[src/rtl/uart_rx_port.sv]
// -----------------------------------------------------------------------------
// uart_rx_port
//   Memory-mapped serial input port. Receives UART frames on one pin and holds
//   the received byte plus status flags for the CPU to read.
//
//   Optional feature macro: UART_RX_PARITY_EN
//     undefined : 8N1 frames, parity_err always reads 0
//     defined   : 8E1 frames, a parity mismatch sets parity_err and drops the byte
//
// Ports
//   clock      in   1   system clock, all state on rising edge
//   reset_n    in   1   asynchronous active-low reset
//   rx_in      in   1   asynchronous serial line, idle high
//   rd_ack     in   1   one-cycle pulse: CPU has consumed out_data
//   out_data   out  32  {24'b0, rx_byte}
//   state_reg  out  32  {27'b0, parity_err, busy, frame_err, overrun, valid}
// -----------------------------------------------------------------------------
module uart_rx_port #(
  parameter int CLKS_PER_BIT = 434,
  parameter int SYNC_STAGES  = 2
) (
  input  logic        clock,
  input  logic        reset_n,
  input  logic        rx_in,
  input  logic        rd_ack,
  output logic [31:0] out_data,
  output logic [31:0] state_reg
);

  localparam int CW = $clog2(CLKS_PER_BIT);
  localparam logic [CW-1:0] FULL_C = CW'(CLKS_PER_BIT - 1);
  localparam logic [CW-1:0] HALF_C = CW'((CLKS_PER_BIT / 2) - 1);

  typedef enum logic [2:0] {
    S_IDLE   = 3'd0,
    S_START  = 3'd1,
    S_DATA   = 3'd2,
`ifdef UART_RX_PARITY_EN
    S_PARITY = 3'd3,
`endif
    S_STOP   = 3'd4
  } state_e;

  logic [SYNC_STAGES-1:0] sync_q;
  logic [SYNC_STAGES-1:0] fill_q;
  logic                   rx_prev_q;
  logic                   rx_s;
  logic                   sync_full_s;
  logic                   fall_s;

  state_e          state_q, state_d;
  logic [CW-1:0]   baud_q, baud_d;
  logic [2:0]      bit_q, bit_d;
  logic [7:0]      shift_q, shift_d;
  logic [7:0]      rx_byte_q, rx_byte_d;
  logic            valid_q, valid_d;
  logic            overrun_q, overrun_d;
  logic            frame_err_q, frame_err_d;
  logic            parity_err_s;
`ifdef UART_RX_PARITY_EN
  logic            parity_err_q, parity_err_d;
  logic            par_bad_q, par_bad_d;
`endif

  assign rx_s        = sync_q[SYNC_STAGES-1];
  // fill_q marks when the chain holds real line samples rather than the reset
  // preset, so a line held low through reset is never seen as a falling edge.
  assign sync_full_s = fill_q[SYNC_STAGES-1];
  assign fall_s      = sync_full_s & rx_prev_q & ~rx_s;

  // Input synchroniser, fill tracker and previous-sample register for edge detection.
  always_ff @(posedge clock or negedge reset_n) begin
    if (!reset_n) begin
      sync_q    <= {SYNC_STAGES{1'b1}};
      fill_q    <= {SYNC_STAGES{1'b0}};
      rx_prev_q <= 1'b0;
    end else begin
      sync_q    <= {sync_q[SYNC_STAGES-2:0], rx_in};
      fill_q    <= {fill_q[SYNC_STAGES-2:0], 1'b1};
      rx_prev_q <= sync_full_s & rx_s;
    end
  end

  // Receiver FSM state and datapath registers.
  always_ff @(posedge clock or negedge reset_n) begin
    if (!reset_n) begin
      state_q      <= S_IDLE;
      baud_q       <= '0;
      bit_q        <= 3'd0;
      shift_q      <= 8'h00;
      rx_byte_q    <= 8'h00;
      valid_q      <= 1'b0;
      overrun_q    <= 1'b0;
      frame_err_q  <= 1'b0;
`ifdef UART_RX_PARITY_EN
      parity_err_q <= 1'b0;
      par_bad_q    <= 1'b0;
`endif
    end else begin
      state_q      <= state_d;
      baud_q       <= baud_d;
      bit_q        <= bit_d;
      shift_q      <= shift_d;
      rx_byte_q    <= rx_byte_d;
      valid_q      <= valid_d;
      overrun_q    <= overrun_d;
      frame_err_q  <= frame_err_d;
`ifdef UART_RX_PARITY_EN
      parity_err_q <= parity_err_d;
      par_bad_q    <= par_bad_d;
`endif
    end
  end

  // Next-state, sampling and status-flag logic.
  always_comb begin
    state_d      = state_q;
    baud_d       = baud_q + 1'b1;
    bit_d        = bit_q;
    shift_d      = shift_q;
    rx_byte_d    = rx_byte_q;
    valid_d      = valid_q;
    overrun_d    = overrun_q;
    frame_err_d  = frame_err_q;
`ifdef UART_RX_PARITY_EN
    parity_err_d = parity_err_q;
    par_bad_d    = par_bad_q;
`endif

    // Acknowledge clears flags first; a stop-bit event below may then set them
    // again, so a byte arriving in the ack cycle loads cleanly without overrun.
    if (rd_ack && valid_q) begin
      valid_d      = 1'b0;
      overrun_d    = 1'b0;
      frame_err_d  = 1'b0;
`ifdef UART_RX_PARITY_EN
      parity_err_d = 1'b0;
`endif
    end else begin
      valid_d      = valid_q;
    end

    case (state_q)
      S_IDLE: begin
        baud_d = '0;
        if (fall_s) begin
          state_d = S_START;
          bit_d   = 3'd0;
        end else begin
          state_d = S_IDLE;
        end
      end
      S_START: begin
        if (baud_q == HALF_C) begin
          baud_d  = '0;
          state_d = rx_s ? S_IDLE : S_DATA;
        end else begin
          baud_d  = baud_q + 1'b1;
        end
      end
      S_DATA: begin
        if (baud_q == FULL_C) begin
          baud_d  = '0;
          shift_d = {rx_s, shift_q[7:1]};
          if (bit_q == 3'd7) begin
`ifdef UART_RX_PARITY_EN
            state_d = S_PARITY;
`else
            state_d = S_STOP;
`endif
          end else begin
            bit_d = bit_q + 3'd1;
          end
        end else begin
          baud_d = baud_q + 1'b1;
        end
      end
`ifdef UART_RX_PARITY_EN
      S_PARITY: begin
        if (baud_q == FULL_C) begin
          baud_d    = '0;
          par_bad_d = ^{shift_q, rx_s};
          state_d   = S_STOP;
        end else begin
          baud_d    = baud_q + 1'b1;
        end
      end
`endif
      S_STOP: begin
        if (baud_q == FULL_C) begin
          baud_d  = '0;
          state_d = S_IDLE;
          if (!rx_s) begin
            frame_err_d = 1'b1;
`ifdef UART_RX_PARITY_EN
          end else if (par_bad_q) begin
            parity_err_d = 1'b1;
`endif
          end else if (valid_q && !rd_ack) begin
            overrun_d = 1'b1;
          end else begin
            rx_byte_d = shift_q;
            valid_d   = 1'b1;
          end
        end else begin
          baud_d = baud_q + 1'b1;
        end
      end
      default: begin
        state_d = S_IDLE;
        baud_d  = '0;
      end
    endcase
  end

`ifdef UART_RX_PARITY_EN
  assign parity_err_s = parity_err_q;
`else
  assign parity_err_s = 1'b0;
`endif

  assign out_data  = {24'h000000, rx_byte_q};
  assign state_reg = {27'h0000000, parity_err_s, (state_q != S_IDLE),
                      frame_err_q, overrun_q, valid_q};

endmodule

[config.mk]
export PLATFORM = sky130hd
export DESIGN_NAME = uart_rx_port
export DESIGN_NICKNAME = d
export VERILOG_FILES = /design/src/rtl/uart_rx_port.sv
export SDC_FILE = /design/constraint.sdc
export NUM_CORES = 1
export LEC_CHECK = 0
export ABC_AREA = 1
export ABC_CLOCK_PERIOD_IN_PS = 4140
export CAP_MARGIN = 20
export CORE_ASPECT_RATIO = 0.75
export CORE_MARGIN = 2
export CORE_UTILIZATION = 27
export CTS_BUF_LIST = sky130_fd_sc_hd__clkbuf_16
export DETAILED_ROUTE_END_ITERATION = 8
export GPL_TIMING_DRIVEN = 0
export HOLD_SLACK_MARGIN = 0.06
export PLACE_DENSITY = 0.55
export SYNTH_ARGS = -nofsm -noshare
export SYNTH_HDL_FRONTEND = slang
export SYNTH_SLANG_ARGS = --single-unit
[constraint.sdc]
create_clock -name clock -period 4.14 [get_ports clock]
set_input_delay 0.828 -clock clock [delete_from_list [all_inputs] [get_ports clock]]
set_output_delay 0.828 -clock clock [all_outputs]
set_load 0.01 [all_outputs]
==> out/results.ini <==
[yosys]
synthTopCellsByArea = dfrtp_1, buf_4, nand2_1, inv_1, nand4_1
netlist.area_leader.share_pct = 40.9
synth_common_cells = nand2_1, buf_4, dfrtp_1, inv_1, nor2_1
yosys_most_used_dff = dfrtp_1
postSynthAreaPerCell_um2 = 7.97
yosysUniqueCellTypes = 22
yosysMostFrequentCell = nand2_1
ys_async_sr_fraction_pct = 100
synth-edff-count = 0
yosysWarnings = 0
ys_seq_area_share_pct = 43.2
synth.largest_area_cell = dfrtp_1
synth_area_um2 = 2260
synth-seq-cells = 39
syn-instance-count = 284

[worst_setup_path]
r2r_end = rx_byte_q[0]
crit_type = flip-flop to output pin
timing.rr.start = baud_q[1]
worst-r2r-setup-slack_ns = 2.43
endpoint_kind = output pin
arrival_ns = 1.54
crit_path_start_kind = flip-flop
rr_worst_depth = 8
worstPathMaxFanout = 3
crit_required_ns = 3.31

[floorplan]
die_height_um = 83.3
dieArea_um2 = 9140
rows = 28
chipWidth_um = 110
start_util_pct = 28.2
ioPinCount = 68
core_region_area_um2 = 8020

[route]
dr.pass1.iters = 4
drc_errors = 0
wirelength_met1_mm = 2.30
num_vias = 1810
post_drt_wl_per_cell_um = 9.76
drtIter0Drc = 95
maxUsedRoutingLayer = met4
via_per_inst = 3.92
met2_length_mm = 1.83
antenna_left = 0
routed_wirelength_mm = 4.51
detailroute.wirelength.met3_um = 318

[worst_hold_path]
min_to = fill_q[1]
worstHoldStart = fill_q[0]
whs_path_depth = 0
hold_path.class = flip-flop to flip-flop

[timing]
holdWs_ns = 0.348
setup_violations = 0
rsz0062_at_grt = false
period_share_pct = 57.2
final-hold-violation-count = 0
final.setup.tns_ns = 0
tightest_slew_ns = 0.870
drv_slew = 0
fin_worst_skew_ns = 0.00416
max_freq_ghz = 0.423
max_slew_margin_pct = 42.0
period_minus_slack_ns = 2.37

[clocking]
clk_path_buf_depth = 2
cts_made_buffers = 5
root_buffer = clkbuf_16
clk_latency_ns = 0.28
cts.sink_count = 39
hold_buffers = 0
htreeDepth = 2
cts_tree = built
clk_pin_slew_ns = 0.05
cts_resized = 0
cts_setup_buffers = 0

[power_and_ir_drop]
leakage_nw = 1.61
cellPowerDensity_nw_per_um2 = 356
ir_worst_vdd_uv = 184

[finish]
area_delta_synth_final_pct = 26.6
diodes = 0
nNetsFinal = 366
fin_area_um2 = 2870
final_util_pct = 35.7
drive_above_1_share_pct = 20.2

[grt]
antenna_found_initial = 0
grt-ovfl-total = 0
track_usage_pct = 10.3
grt_pass1_vias = 1524
grt_max_degree = 40
grt_pass1_wl_mm = 7.42

[placement]
post-dp-hpwl_mm = 3.41
gp_congestion = 0.862
port_buffers = 15
placed_area_um2 = 2730

[flow_run]
maxCapViolations = 0

[run_status]
status = finished, final reports clean

## per-layer routing
layer	track usage [%]	vias up
li1	-	934
met1	15.9	814
met3	3.14	6
met4	3.57	0
met2	13.4	56
met5	0	-
## metrics by stage
stage               total power, mW  setup WS, ns  std cells
detailed placement            0.668          1.95        455
floorplan                     0.601          2.63        335
global placement              0.664          1.26        455
CTS                            1.03          1.77        462
finish                         1.02          1.77        462
global route                   1.08          1.71        462
## worst max-delay path by stage
stage                    start           end  slack, ns  cells after the start
finish              state_q[2]  state_reg[3]       1.77                      3
global route        state_q[1]  state_reg[3]       1.71                      3
CTS                 state_q[2]  state_reg[3]       1.77                      3
detailed placement      rd_ack  rx_byte_q[7]       1.95                      6
global placement       reset_n     overrun_q       1.26                      1
floorplan           state_q[2]  state_reg[3]       2.63                      2
## kinds of logic (layout without fill, tap and decap cells)
group / Yosys count / count (layout) / share of synthesized area, %
buffers and inverters: 85 / 107 / 23.8
flip-flops: 39 / 39 / 43.2
AND/OR/NAND/NOR: 127 / 127 / 23.3
adder cells (fa/ha/maj): 5 / 5 / 2.76
XOR/XNOR: 3 / 3 / 1.16
other: 2 / 53 / 0.332
AO/OA/AOI/OAI: 23 / 23 / 5.36
## cell usage in the layout (no fill, tap or decap), types with 2 or more instances in the layout
cell type / count
o21ai_0: 13
clkbuf_16: 5
dfstp_2: 2
nand2_1: 85
buf_4: 58
buf_2: 2
dfrtp_1: 37
xor2_1: 2
a21oi_1: 8
inv_1: 24
conb_1: 53
nand4_1: 12
ha_1: 5
nand3_1: 11
nor3_1: 2
nor2_1: 15
clkdlybuf4s50_1: 14
## report_power, final
| group | total [mW] | switching [mW] | internal, mW |
|---|---|---|---|
| clock network | 0.357 | 0.141 | 0.216 |
| registers | 0.419 | 0.0164 | 0.402 |
| logic | 0.246 | 0.148 | 0.0978 |
| total | 1.02 | 0.305 | 0.716 |
## sequential cells by signal (all words and copies together) (netlist names), 2 cells and up
register,flops
bit_q,3
fill_q,2
baud_q,9
state_q,3
sync_q,2
rx_byte_q,8
shift_q,8
## critical path, stage by stage, from the launching register on
cell and delay (ns):
dfrtp_1 0.39, nor3_1 0.32, inv_1 0.07, clkdlybuf4s50_1 0.48
## layout make-up
type / count / area [um2]
Fill cell: 823 / 5160
Sequential cell: 39 / 978
Multi-Input combinational cell: 211 / 937
Buffer: 61 / 449
Timing Repair Buffer: 15 / 145
Tap cell: 105 / 131
Clock buffer: 5 / 125
Inverter: 24 / 90.1
Clock inverter: 2 / 8.76
No activity file was read; power rests on OpenSTA's default activity.
